<file path="config.mk">
export PLATFORM = sky130hd
export DESIGN_NAME = alu_issue
export DESIGN_NICKNAME = d
export VERILOG_FILES = /design/src/rtl/alu_issue.sv
export SDC_FILE = /design/constraint.sdc
export NUM_CORES = 1
export LEC_CHECK = 0
export ABC_AREA = 1
export CORE_ASPECT_RATIO = 0.8
export CORE_MARGIN = 1.5
export CORE_UTILIZATION = 24
export DETAILED_ROUTE_END_ITERATION = 10
export PLACE_DENSITY = 0.4
export SYNTH_ARGS = -nofsm -noshare
export SYNTH_HDL_FRONTEND = slang
export SYNTH_SLANG_ARGS = --single-unit
</file>
<file path="constraint.sdc">
create_clock -name clock -period 4.7 [get_ports clock]
set_input_delay 1.41 -clock clock [delete_from_list [all_inputs] [get_ports clock]]
set_output_delay 1.41 -clock clock [all_outputs]
set_load 0.01 [all_outputs]
</file>
<file path="src/rtl/alu_issue.sv">
// -----------------------------------------------------------------------------
// alu_issue
//
// Instruction issue stage in front of a two-unit ALU (arithmetic and shift).
// Upstream instructions are buffered in a DEPTH-entry FIFO. One entry is
// popped per cycle while the downstream is not stalled. The popped operands
// and op fields are registered onto the ALU inputs. A one-cycle enable strobe
// is raised for the targeted unit. A result-valid pipeline of ALU_LAT stages
// then reports when that unit's result is ready.
//
// Parameters
//   DEPTH    FIFO entries (power of two, >= 2)
//   ALU_LAT  cycles from enable strobe to res_valid (>= 1)
//
// Ports
//   clock         single clock, rising edge
//   reset_n       asynchronous reset, ACTIVE-HIGH despite its name
//   in_valid      upstream offers {in_instr, in_op1, in_op2}
//   in_ready      FIFO has room (combinational from occupancy only)
//   in_instr      [7:6] unit (00 nop, 01 arith, 10 shift, 11 illegal),
//                 [5:3] opselect, [2:0] operation
//   in_op1/in_op2 operands
//   hold          downstream stall, blocks popping
//   aluin1/aluin2 registered operands of the last popped entry
//   opselect      registered [5:3] of the last popped entry
//   operation     registered [2:0] of the last popped entry
//   enable_arith  one-cycle strobe, arithmetic unit
//   enable_shift  one-cycle strobe, shift unit
//   res_valid     a strobe issued ALU_LAT cycles ago has completed
//   res_is_arith  that completed strobe went to the arithmetic unit
//   illegal_cnt   popped illegal instructions, saturating at 255
//   issue_cnt     issued strobes, wrapping at 65536
// -----------------------------------------------------------------------------
module alu_issue #(
  parameter int DEPTH   = 4,
  parameter int ALU_LAT = 1
) (
  input  logic        clock,
  input  logic        reset_n,
  input  logic        in_valid,
  output logic        in_ready,
  input  logic [7:0]  in_instr,
  input  logic [31:0] in_op1,
  input  logic [31:0] in_op2,
  input  logic        hold,
  output logic [31:0] aluin1,
  output logic [31:0] aluin2,
  output logic [2:0]  opselect,
  output logic [2:0]  operation,
  output logic        enable_arith,
  output logic        enable_shift,
  output logic        res_valid,
  output logic        res_is_arith,
  output logic [7:0]  illegal_cnt,
  output logic [15:0] issue_cnt
);

  localparam int PTR_W = $clog2(DEPTH);
  localparam int CNT_W = PTR_W + 1;
  localparam logic [CNT_W-1:0] FULL_COUNT = CNT_W'(DEPTH);

  typedef enum logic [1:0] {
    UNIT_NOP     = 2'b00,
    UNIT_ARITH   = 2'b01,
    UNIT_SHIFT   = 2'b10,
    UNIT_ILLEGAL = 2'b11
  } unit_e;

  typedef struct packed {
    logic [7:0]  instr;
    logic [31:0] op1;
    logic [31:0] op2;
  } entry_t;

  // FIFO storage and bookkeeping
  entry_t             mem_q [DEPTH];
  logic [PTR_W-1:0]   wr_ptr_q, wr_ptr_d;
  logic [PTR_W-1:0]   rd_ptr_q, rd_ptr_d;
  logic [CNT_W-1:0]   count_q,  count_d;

  // Issue registers
  logic [31:0]        aluin1_q,    aluin1_d;
  logic [31:0]        aluin2_q,    aluin2_d;
  logic [2:0]         opselect_q,  opselect_d;
  logic [2:0]         operation_q, operation_d;
  logic               en_arith_q,  en_arith_d;
  logic               en_shift_q,  en_shift_d;
  logic [7:0]         illegal_q,   illegal_d;
  logic [15:0]        issue_q,     issue_d;

  // Result-valid pipeline; stage 0 captures the strobe one cycle after issue
  logic [ALU_LAT-1:0] res_v_q, res_v_d;
  logic [ALU_LAT-1:0] res_a_q, res_a_d;

  logic   push;
  logic   pop;
  entry_t head;
  unit_e  head_unit;

  assign in_ready  = (count_q < FULL_COUNT);
  // A full FIFO refuses a push even when it pops in the same cycle, so
  // in_ready never depends on hold.
  assign push      = in_valid && in_ready;
  assign pop       = (count_q != '0) && !hold;
  assign head      = mem_q[rd_ptr_q];
  assign head_unit = unit_e'(head.instr[7:6]);

  always_comb begin
    // NOTE: every always_comb output gets a default first so that no path
    // leaves a variable unassigned, which would otherwise infer a latch.
    wr_ptr_d    = wr_ptr_q;
    rd_ptr_d    = rd_ptr_q;
    count_d     = count_q;
    aluin1_d    = aluin1_q;
    aluin2_d    = aluin2_q;
    opselect_d  = opselect_q;
    operation_d = operation_q;
    en_arith_d  = 1'b0;
    en_shift_d  = 1'b0;
    illegal_d   = illegal_q;
    issue_d     = issue_q;

    if (push) wr_ptr_d = wr_ptr_q + PTR_W'(1);

    if (pop) begin
      rd_ptr_d    = rd_ptr_q + PTR_W'(1);
      // Fields are latched for every unit code, including nop and illegal.
      aluin1_d    = head.op1;
      aluin2_d    = head.op2;
      opselect_d  = head.instr[5:3];
      operation_d = head.instr[2:0];
      unique case (head_unit)
        UNIT_ARITH:   en_arith_d = 1'b1;
        UNIT_SHIFT:   en_shift_d = 1'b1;
        UNIT_ILLEGAL: if (illegal_q != 8'hFF) illegal_d = illegal_q + 8'd1;
        default:      ;
      endcase
    end

    if (en_arith_d || en_shift_d) issue_d = issue_q + 16'd1;

    unique case ({push, pop})
      2'b10:   count_d = count_q + CNT_W'(1);
      2'b01:   count_d = count_q - CNT_W'(1);
      default: count_d = count_q;
    endcase

    // Strobes already issued advance regardless of hold.
    res_v_d[0] = en_arith_q || en_shift_q;
    res_a_d[0] = en_arith_q;
    for (int i = 1; i < ALU_LAT; i++) begin
      res_v_d[i] = res_v_q[i-1];
      res_a_d[i] = res_a_q[i-1];
    end
  end

  always_ff @(posedge clock or posedge reset_n) begin
    // NOTE: sequential state uses non-blocking assignments so every flop
    // samples its _d value from before the edge, independent of block order.
    if (reset_n) begin
      wr_ptr_q    <= '0;
      rd_ptr_q    <= '0;
      count_q     <= '0;
      aluin1_q    <= '0;
      aluin2_q    <= '0;
      opselect_q  <= '0;
      operation_q <= '0;
      en_arith_q  <= 1'b0;
      en_shift_q  <= 1'b0;
      illegal_q   <= '0;
      issue_q     <= '0;
      res_v_q     <= '0;
      res_a_q     <= '0;
    end else begin
      wr_ptr_q    <= wr_ptr_d;
      rd_ptr_q    <= rd_ptr_d;
      count_q     <= count_d;
      aluin1_q    <= aluin1_d;
      aluin2_q    <= aluin2_d;
      opselect_q  <= opselect_d;
      operation_q <= operation_d;
      en_arith_q  <= en_arith_d;
      en_shift_q  <= en_shift_d;
      illegal_q   <= illegal_d;
      issue_q     <= issue_d;
      res_v_q     <= res_v_d;
      res_a_q     <= res_a_d;
    end
  end

  // NOTE: FIFO storage is deliberately not reset. Clearing count and
  // pointers already makes every stale entry unreachable. Writes that slip
  // in while reset is held are likewise never read.
  always_ff @(posedge clock) begin
    if (push) mem_q[wr_ptr_q] <= '{instr: in_instr, op1: in_op1, op2: in_op2};
  end

  assign aluin1       = aluin1_q;
  assign aluin2       = aluin2_q;
  assign opselect     = opselect_q;
  assign operation    = operation_q;
  assign enable_arith = en_arith_q;
  assign enable_shift = en_shift_q;
  assign res_valid    = res_v_q[ALU_LAT-1];
  assign res_is_arith = res_a_q[ALU_LAT-1];
  assign illegal_cnt  = illegal_q;
  assign issue_cnt    = issue_q;

endmodule
</file>
After elaboration in Yosys (flattened, before gate mapping)
Memories as Yosys holds them, arrays and structs flattened.
Index checks and enable logic that the tools add are counted.
Word-level totals
  register bits after elaboration: 105
  memory bits (writable): 288
  input port bits: 76
  output and inout port bits: 99
  logic and storage cells: 42
  memories kept: 1
Operators by class
  add/sub/neg operators: 6
  order comparisons: 1
  equal/unequal tests: 6
  muxes and demuxes: 7
  reduce and logical (&&, ||, !) cells: 8
Memory list
  mem_q: words 4, width 72, rd ports 1, clocked after memory_dff 0, write ports 1, line 76  | entry_t mem_q [DEPTH];
Operators by type and width (count)
  16-bit by 1-bit adder with 16-bit output, second input constant: 1
  8-bit by 1-bit adder with 8-bit output, second input constant: 1
  8-bit inequality test, second input constant: 1
  2-bit equality test, second input constant: 3
  1-bit 2-to-1 mux: 6
  3-bit case mux with 2 select lines: 1
  2-bit by 1-bit adder with 2-bit output, second input constant: 2
  2-bit by 1-bit equality test with 1-bit output, second input constant: 2
  3-bit by 1-bit adder with 3-bit output, second input constant: 1
  3-bit < comparator, second input constant: 1
  3-bit AND reduction: 1
  3-bit nonzero test: 1
  3-bit by 1-bit subtractor with 3-bit output, second input constant: 1
  1-bit logical AND: 2
  1-bit logical OR: 2
  2-bit nonzero test: 1
  1-bit zero test: 1

Depth between registers and ports, before layout
Gate-level depths: netlist of the first run.
An unclocked memory read counts as a cell.
  depth after elaboration: 5
  mapped depth: 12
  gate-level depth less buffers: 10

Worst setup path after synthesis of the first run
OpenSTA, ideal clock, no wires.
  path kind: input to register
  start point: input in_valid
  end point: memory mem_q[0][0] (netlist bit) (enable)
  setup time: 0.503 ns
  data arrival time: 4.601 ns
  required time: 4.197 ns
  path slack: -0.403 ns
  cell stages on the path: 2
  buffers on the path: 0
  cells stage by stage: nand2_1 nor2_1
On the way
  word-level cells in the longest chain between the ends: 3
RTL lines
  start: declaration: line 40  | input logic in_valid,
  1-bit logical AND: line 103  | assign push = in_valid && in_ready;
  1-bit 2-to-1 mux: line 195  | if (push) mem_q[wr_ptr_q] <= '{instr: in_instr, op1: in_op1, op2: in_op2};
  1-bit 2-to-1 mux (not written as such): line 195
  end: declaration: line 76
Every way passes these cells.

Worst setup path after layout of the first run
  start point: input hold
  end point: register aluin2_q[17], in the netlist aluin2[17]
On the way
  word-level cells in the longest chain between the ends: 2
RTL lines
  start: declaration: line 45  | input logic hold,
  1-bit zero test: line 104  | assign pop = (count_q != '0) && !hold;
  1-bit logical AND: line 104
  end signal: assignment: line 179  | aluin2_q <= aluin2_d;
  end: declaration: line 83  | logic [31:0] aluin2_q, aluin2_d;
Every way passes these cells.
A chain may end at the register's enable or synchronous reset.

==> results of run 1 <==
[power by group through the flow]
stage / logic [mW] / registers [mW] / clock network, mW
detailed placement: 3.66 / 5.07 / 0
finish: 3.55 / 4.99 / 3.43
floorplan: 2.02 / 5.00 / 0
global route: 3.99 / 5.08 / 3.68
CTS: 3.66 / 5.01 / 3.57
global placement: 3.62 / 5.07 / 0
[layer usage]
layer / GRT usage (%) / up-vias
met5: 0 / -
met4: 3.472 / 4
met3: 2.735 / 56
met2: 19.63 / 208
met1: 17.18 / 4777
li1: - / 4798
[sequential cells by signal (all words and copies together), names as in the netlist]
register / count
aluin1: 32
aluin2: 32
count_q: 3
enable_arith: 1
enable_shift: 1
illegal_cnt: 8
issue_cnt: 16
mem_q: 288
operation: 3
opselect: 3
rd_ptr_q: 2
res_is_arith: 1
res_valid: 1
wr_ptr_q: 2
[logic make-up (layout without fill, tap and decap cells)]
group	count (synthesis)	after routing
AOI/OAI and AO/OA	219	219
buffers and inverters	103	315
xor gates and xnor gates	11	11
and+or+nand+nor	543	543
DFF	393	393
adders and majority gates	8	8
[Yosys cell counts (4+ instances only)]
| master | number |
|---|---|
| nand2_1 | 107 |
| xnor2_1 | 4 |
| inv_1 | 33 |
| buf_2 | 26 |
| nand3_1 | 33 |
| o21ai_0 | 146 |
| clkbuf_1 | 16 |
| buf_1 | 17 |
| nand4_1 | 11 |
| buf_4 | 6 |
| nor2_1 | 383 |
| xor2_1 | 7 |
| edfxtp_1 | 288 |
| a31oi_1 | 70 |
| dfrtp_1 | 105 |
| ha_1 | 7 |
[final cells by class]
class / count / area (sq um)
Inverter: 35 / 145.1
Clock buffer: 62 / 1262
Sequential cell: 393 / 11280
Clock inverter: 22 / 181.4
Tap cell: 840 / 1051
Timing Repair Buffer: 196 / 1932
Multi-Input combinational cell: 781 / 3576
Fill cell: 6346 / 43360
[worst min path at each step]
stage | to | depth (start not counted) | from | slack [ns]
after floorplan | res_is_arith$_DFF_PP0_ | 0 | enable_arith$_DFF_PP0_ | 0.43
final | res_is_arith$_DFF_PP0_ | 0 | enable_arith$_DFF_PP0_ | 0.41
after global routing | res_is_arith$_DFF_PP0_ | 0 | enable_arith$_DFF_PP0_ | 0.44
after global placement | res_is_arith$_DFF_PP0_ | 0 | enable_arith$_DFF_PP0_ | 0.40
after detailed placement | res_is_arith$_DFF_PP0_ | 0 | enable_arith$_DFF_PP0_ | 0.41
after CTS | res_is_arith$_DFF_PP0_ | 0 | enable_arith$_DFF_PP0_ | 0.42
[per-stage QoR]
stage	cell area, sq um	std cells	hold slack (ns)	worst slack, ns	TNS, ns
detailed placement	17990	2245	0.4087	0.9007	0
global route	19430	2329	0.4367	1.315	0
CTS	19430	2329	0.4204	1.483	0
global placement	17990	2245	0.3972	0.9660	0
floorplan	15290	1277	0.4276	-0.4034	-116.19
finish	19430	2329	0.4058	1.523	0
[cells in the final DEF, fill, tap and decap left out]
| master | instances |
|---|---|
| fa_1 | 1 |
| nand3b_1 | 2 |
| dfrtp_4 | 2 |
| nand2_2 | 2 |
| clkinv_2 | 7 |
| clkbuf_8 | 3 |
| o21ai_0 | 146 |
| a31oi_1 | 70 |
| a21oi_1 | 3 |
| nand2_1 | 107 |
| inv_6 | 3 |
| bufinv_16 | 3 |
| clkdlybuf4s50_1 | 174 |
| inv_1 | 31 |
| clkbuf_1 | 12 |
| nor2_1 | 379 |
| edfxtp_1 | 288 |
| nand4_1 | 11 |
| xnor2_1 | 4 |
| buf_12 | 2 |
| nand2_4 | 1 |
| clkinvlp_4 | 2 |
| clkinv_1 | 10 |
| nor3_1 | 1 |
| inv_4 | 1 |
| nand3_1 | 33 |
| clkbuf_16 | 47 |
| dfrtp_1 | 103 |
| xor2_1 | 7 |
| or2_2 | 1 |
| ha_1 | 7 |
| nand3_4 | 2 |
| nor2_4 | 4 |
| buf_4 | 20 |
==> flow_metrics.tcl, run 1 <==
set metrics [dict create \
    maxSlewViolCount 0 \
    antenna_found_initial 2 \
    cp.buffers_inverters 4 \
    power_switching_mw 4.045 \
    dp_hpwl_microns 23790 \
    start_util_pct 24.34 \
    ys_types 26 \
    power_leakage_nw 6.871 \
    wl_met1_microns 19520 \
    cts_resized 0 \
    cp_cell_sequence "clkdlybuf4s50_1 -> inv_1 -> nand2_1 -> inv_6 -> buf_4 -> nor2_1 -> a31oi_1" \
    synth_edf_count 288 \
    r2r_cells 9 \
    clk_pin_slew_ns 0.06 \
    min_period_over_period_pct 67.59 \
    cts_tree "built" \
    grt_usage_pct 12.45 \
    syn_avg_cell_area_sq_um 11.97 \
    p_comb_share_pct 29.7 \
    grt_max_degree 94 \
    rows 82 \
    maxUsedRoutingLayer "met5" \
    finClkSkew_ns 0.01715 \
    synth_cells 1277 \
    required_ns 5.16 \
    grt_pass1_wl_microns 61320 \
    p_sw_share_pct 33.79 \
    finalPower_mw 11.97 \
    num_io_pins 175 \
    cts_buffer_depth 3 \
    cell_internal_pwr_mw 7.926 \
    floorplan.die_area_sq_mm 0.06522 \
    finalHoldViolations 0 \
    drt-pass1-iter-count 5 \
    wirelength_microns 40880 \
    cts_max_level 2 \
    outcome "finished clean" \
    power_frac_clock_pct 28.7 \
    rsz0062_at_grt "false" \
    core-area_sq_mm 0.06279 \
    finalSetupViolations 0 \
    wire_per_inst_microns 17.55 \
    ir_drop_uv 223.5 \
    muxShareOfSynthArea_pct 0 \
    synth_top_area_cell "edfxtp_1" \
    ys_seq_elements 393 \
    die_height_microns 228.7 \
    power.density_mw_per_mm2 616.1 \
    drive_above_1_share_pct 6.716 \
    critical_path_depth 7 \
    grt.overflow.total 0 \
    crit_path_max_incr_delay_ns 0.87 \
    ys_seq_area_share_pct 73.77 \
    viasPerCell 4.226 \
    p_seq_share_pct 41.6 \
    crit_start "hold" \
    cts_root_buf "clkbuf_16" \
    synth_compound_area_share_pct 7.743 \
    worstMarginPinSlew_ns 1.085 \
    insertion_delay_ns 0.57 \
    fp.dieW_microns 285.2 \
    syn2layout_area_growth_pct 27.12 \
    postRouteAntennaNets 0 \
    endpoint "aluin2[17]$_DFFE_PP0P_" \
    nets 1536 \
    yosys_warnings 0 \
    netlist_top_cells_area "edfxtp_1, dfrtp_1, nor2_1, o21ai_0, a31oi_1" \
    wl_met3_microns 2071 \
    cts_hold_buf 0 \
    synth_top_area_share_pct 56.58 \
    async_flop_share_pct 26.72 \
    cp_max_fo 93 \
    endpoint_kind "flip-flop" \
    setup.worst_path.class "in -> reg" \
    syn_nets 1361 \
    synthFlopType "edfxtp_1" \
    cp_top_family "buffers and inverters" \
    drtIter0Drc 493 \
    slew_headroom_pct 27.65 \
    diodes 0 \
    port-buffer-count 174 \
    synthSimpleGateAreaFrac_pct 14.12 \
    r2r_setup_slack_ns 1.80 \
    reg2reg_from "rd_ptr_q[0]$_DFFE_PP0P_" \
    syn_area_sq_mm 0.01529 \
    worst_r2r_endpoint "issue_cnt[1]$_DFFE_PP0P_" \
    crit_arrival_ns 3.64 \
    cts_sinks 393 \
    grt_pass1_vias 9656 \
    synthAdderAreaFrac_pct 0.7039 \
    drv_cap 0 \
    synth-xor-area-share_pct 0.6303 \
    routabilityCongestion 0.7558 \
    vias 9843 \
    hold_path_class "reg -> reg" \
    max_freq_mhz 314.8 \
    remaining_drc_errors 0 \
    wl_met2_microns 18530 \
    cp_slowest_cell "buf_4" \
    synth_top_family_by_area "simple AND/OR/NAND/NOR gates" \
    fin_crit_ns 3.177 \
    final_util_pct 30.95 \
    start_kind "input pin" \
    post_cts_buffers 0 \
    cts_made_buffers 45 \
]
No activity file was read; power rests on OpenSTA's default activity.
==> run 2: changes to the inputs <==
==> constraint.sdc (replaced) <==
create_clock -name clock -period 3.15 [get_ports clock]
set_input_delay 0.945 -clock clock [delete_from_list [all_inputs] [get_ports clock]]
set_output_delay 0.945 -clock clock [all_outputs]
set_load 0.01 [all_outputs]
==> run 2 against run 1 <==
Sequential power is 44% higher. Via count is 0.21% lower. Routed wire length is 1.1% higher. Sequential cell count stayed put. First-iteration DRC count is 19% higher. Sequential share of layout area is 0.56 points lower. Critical path depth is 6 lower. Critical path type is now reg -> out. Combinational power is 59% higher. Clock power is 50% higher. Core utilization is 0.30 points higher. Non-clock buffer count is 7 higher.
==> flow_metrics.tcl, run 2 (synthesis gave the netlist of run 1 again) <==
set metrics [dict create \
    maxSlewViolCount 0 \
    finalHoldViolations 0 \
    ir_drop_uv 510.9 \
    wire_per_inst_microns 17.68 \
    cts_buffer_depth 3 \
    drt-pass1-iter-count 4 \
    setup.worst_path.class "reg -> out" \
    top_register "mem_q" \
    port-buffer-count 174 \
    syn2layout_area_growth_pct 28.36 \
    rows 82 \
    place_inst 2252 \
    final_util_pct 31.25 \
    worstMarginPinSlew_ns 0.8916 \
    final-instance-count-excl-fill 2336 \
    remaining_drc_errors 0 \
    power_leakage_nw 6.954 \
    postRouteAntennaNets 0 \
    die_height_microns 228.7 \
    start_util_pct 24.34 \
    drtIter0Drc 586 \
    routabilityCongestion 0.7633 \
    cts_root_buf "clkbuf_16" \
    finalSetupViolations 0 \
    diodes 0 \
    endpoint_kind "primary output" \
    core-area_sq_mm 0.06279 \
    crit_arrival_ns 1.63 \
    dp_hpwl_microns 23000 \
    grt_pass1_vias 9757 \
    cts_tree "built" \
    max_freq_mhz 388.4 \
    drv_cap 0 \
    power.density_mw_per_mm2 918.9 \
    clk_pin_slew_ns 0.06 \
    slew_headroom_pct 40.56 \
    insertion_delay_ns 0.58 \
    floorplan.die_area_sq_mm 0.06522 \
    final-seq-area_sq_mm 0.01128 \
    antenna_found_initial 4 \
    post_cts_buffers 0 \
    outcome "finished clean" \
    grt_pass1_wl_microns 62730 \
    drive_above_1_share_pct 7.487 \
    num_io_pins 175 \
    cp.buffers_inverters 1 \
    hold_path_class "reg -> reg" \
    fin_crit_ns 2.574 \
    vias 9822 \
    cp_max_fo 6 \
    cp_slowest_cell "clkdlybuf4s50_1" \
    finClkSkew_ns 0.02074 \
    crit_path_max_incr_delay_ns 0.59 \
    wirelength_microns 41310 \
    grt_usage_pct 12.68 \
    fillers 6393 \
    cts_max_level 2 \
    required_ns 2.20 \
    grt.overflow.total 0 \
    layout_common_cells "nor2_1, edfxtp_1, clkdlybuf4s50_1, o21ai_0, nand2_1" \
    cp_cell_sequence "clkdlybuf4s50_1" \
    cts_made_buffers 45 \
    cts_resized 0 \
    cts_hold_buf 0 \
    rsz0062_at_grt "false" \
    nets 1543 \
    cts_sinks 393 \
    multi_input_comb_area_sq_mm 0.003576 \
    min_period_over_period_pct 81.73 \
    final_common_cell "nor2_1" \
    viasPerCell 4.205 \
    start_kind "flip-flop" \
    largest_reg_flops 288 \
    grt_max_degree 142 \
    fp.dieW_microns 285.2 \
    cp_top_family "buffers and inverters" \
]
run 2: cell count changes in the layout (fill, tap and decap cells not counted), moves of 3 or more:
cell      before  now
buf_12         2   12
clkinv_1      10    1
clkbuf_1      12   16
clkbuf_8       3    7
buf_4         20   17
clkinv_2       7   10
run 2: final cells by class:
cell class	count	share of cell area (%)
Sequential cell	393	57.51
Clock inverter	14	0.6377
Clock buffer	70	6.791
Timing Repair Buffer	203	10.75
Inverter	35	0.7333
Tap cell	840	5.356
Multi-Input combinational cell	781	18.22
run 2: through the flow:
stage | power [mW] | worst slack [ns] | setup TNS (ns) | hold WS, ns | cell area, sq um
3_5_place_dp | 13.19 | 0.3889 | 0 | 0.3917 | 18160
6_report | 18.03 | 0.5757 | 0 | 0.4027 | 19620
3_3_place_gp | 13.16 | 0.3252 | 0 | 0.3878 | 18160
4_1_cts | 18.47 | 0.5172 | 0 | 0.4042 | 19620
2_1_floorplan | 10.45 | -0.3219 | -92.69 | 0.4276 | 15300
5_1_grt | 19.24 | 0.4798 | 0 | 0.4094 | 19620
run 2: where the power goes:
| part | switching, mW | total [mW] | internal (mW) |
|---|---|---|---|
| Sequential | 0.521 | 7.21 | 6.69 |
| Combinational | 3.46 | 5.66 | 2.20 |
| Clock | 2.09 | 5.16 | 3.07 |
| Total | 6.07 | 18.0 | 12.0 |
run 2: per-layer routing:
metal / track usage [%] / routed length (microns) / share of wire (%) / up-vias
li1: - / - / - / 4804
met1: 17.28 / 19790 / 48 / 4775
met2: 20.21 / 18790 / 45 / 175
met3: 2.894 / 1973 / 4.8 / 60
met4: 3.390 / 710 / 1.7 / 8
met5: 0 / 50 / 0.12 / -
run 2: final timing paths:
check / startpoint / to / slack (ns) / cells past startpoint
max in group asynchronous: reset_n / rd_ptr_q[1]$_DFFE_PP0P_ / 1.88 / 3
setup reg to reg: rd_ptr_q[1]$_DFFE_PP0P_ / issue_cnt[14]$_DFFE_PP0P_ / 1.08 / 7
hold reg to reg: enable_arith$_DFF_PP0_ / res_is_arith$_DFF_PP0_ / 0.40 / 0
min in group asynchronous: reset_n / res_is_arith$_DFF_PP0_ / 0.84 / 3
setup / recovery: issue_cnt[11]$_DFFE_PP0P_ / issue_cnt[11] / 0.58 / 1
hold / removal: enable_arith$_DFF_PP0_ / res_is_arith$_DFF_PP0_ / 0.40 / 0
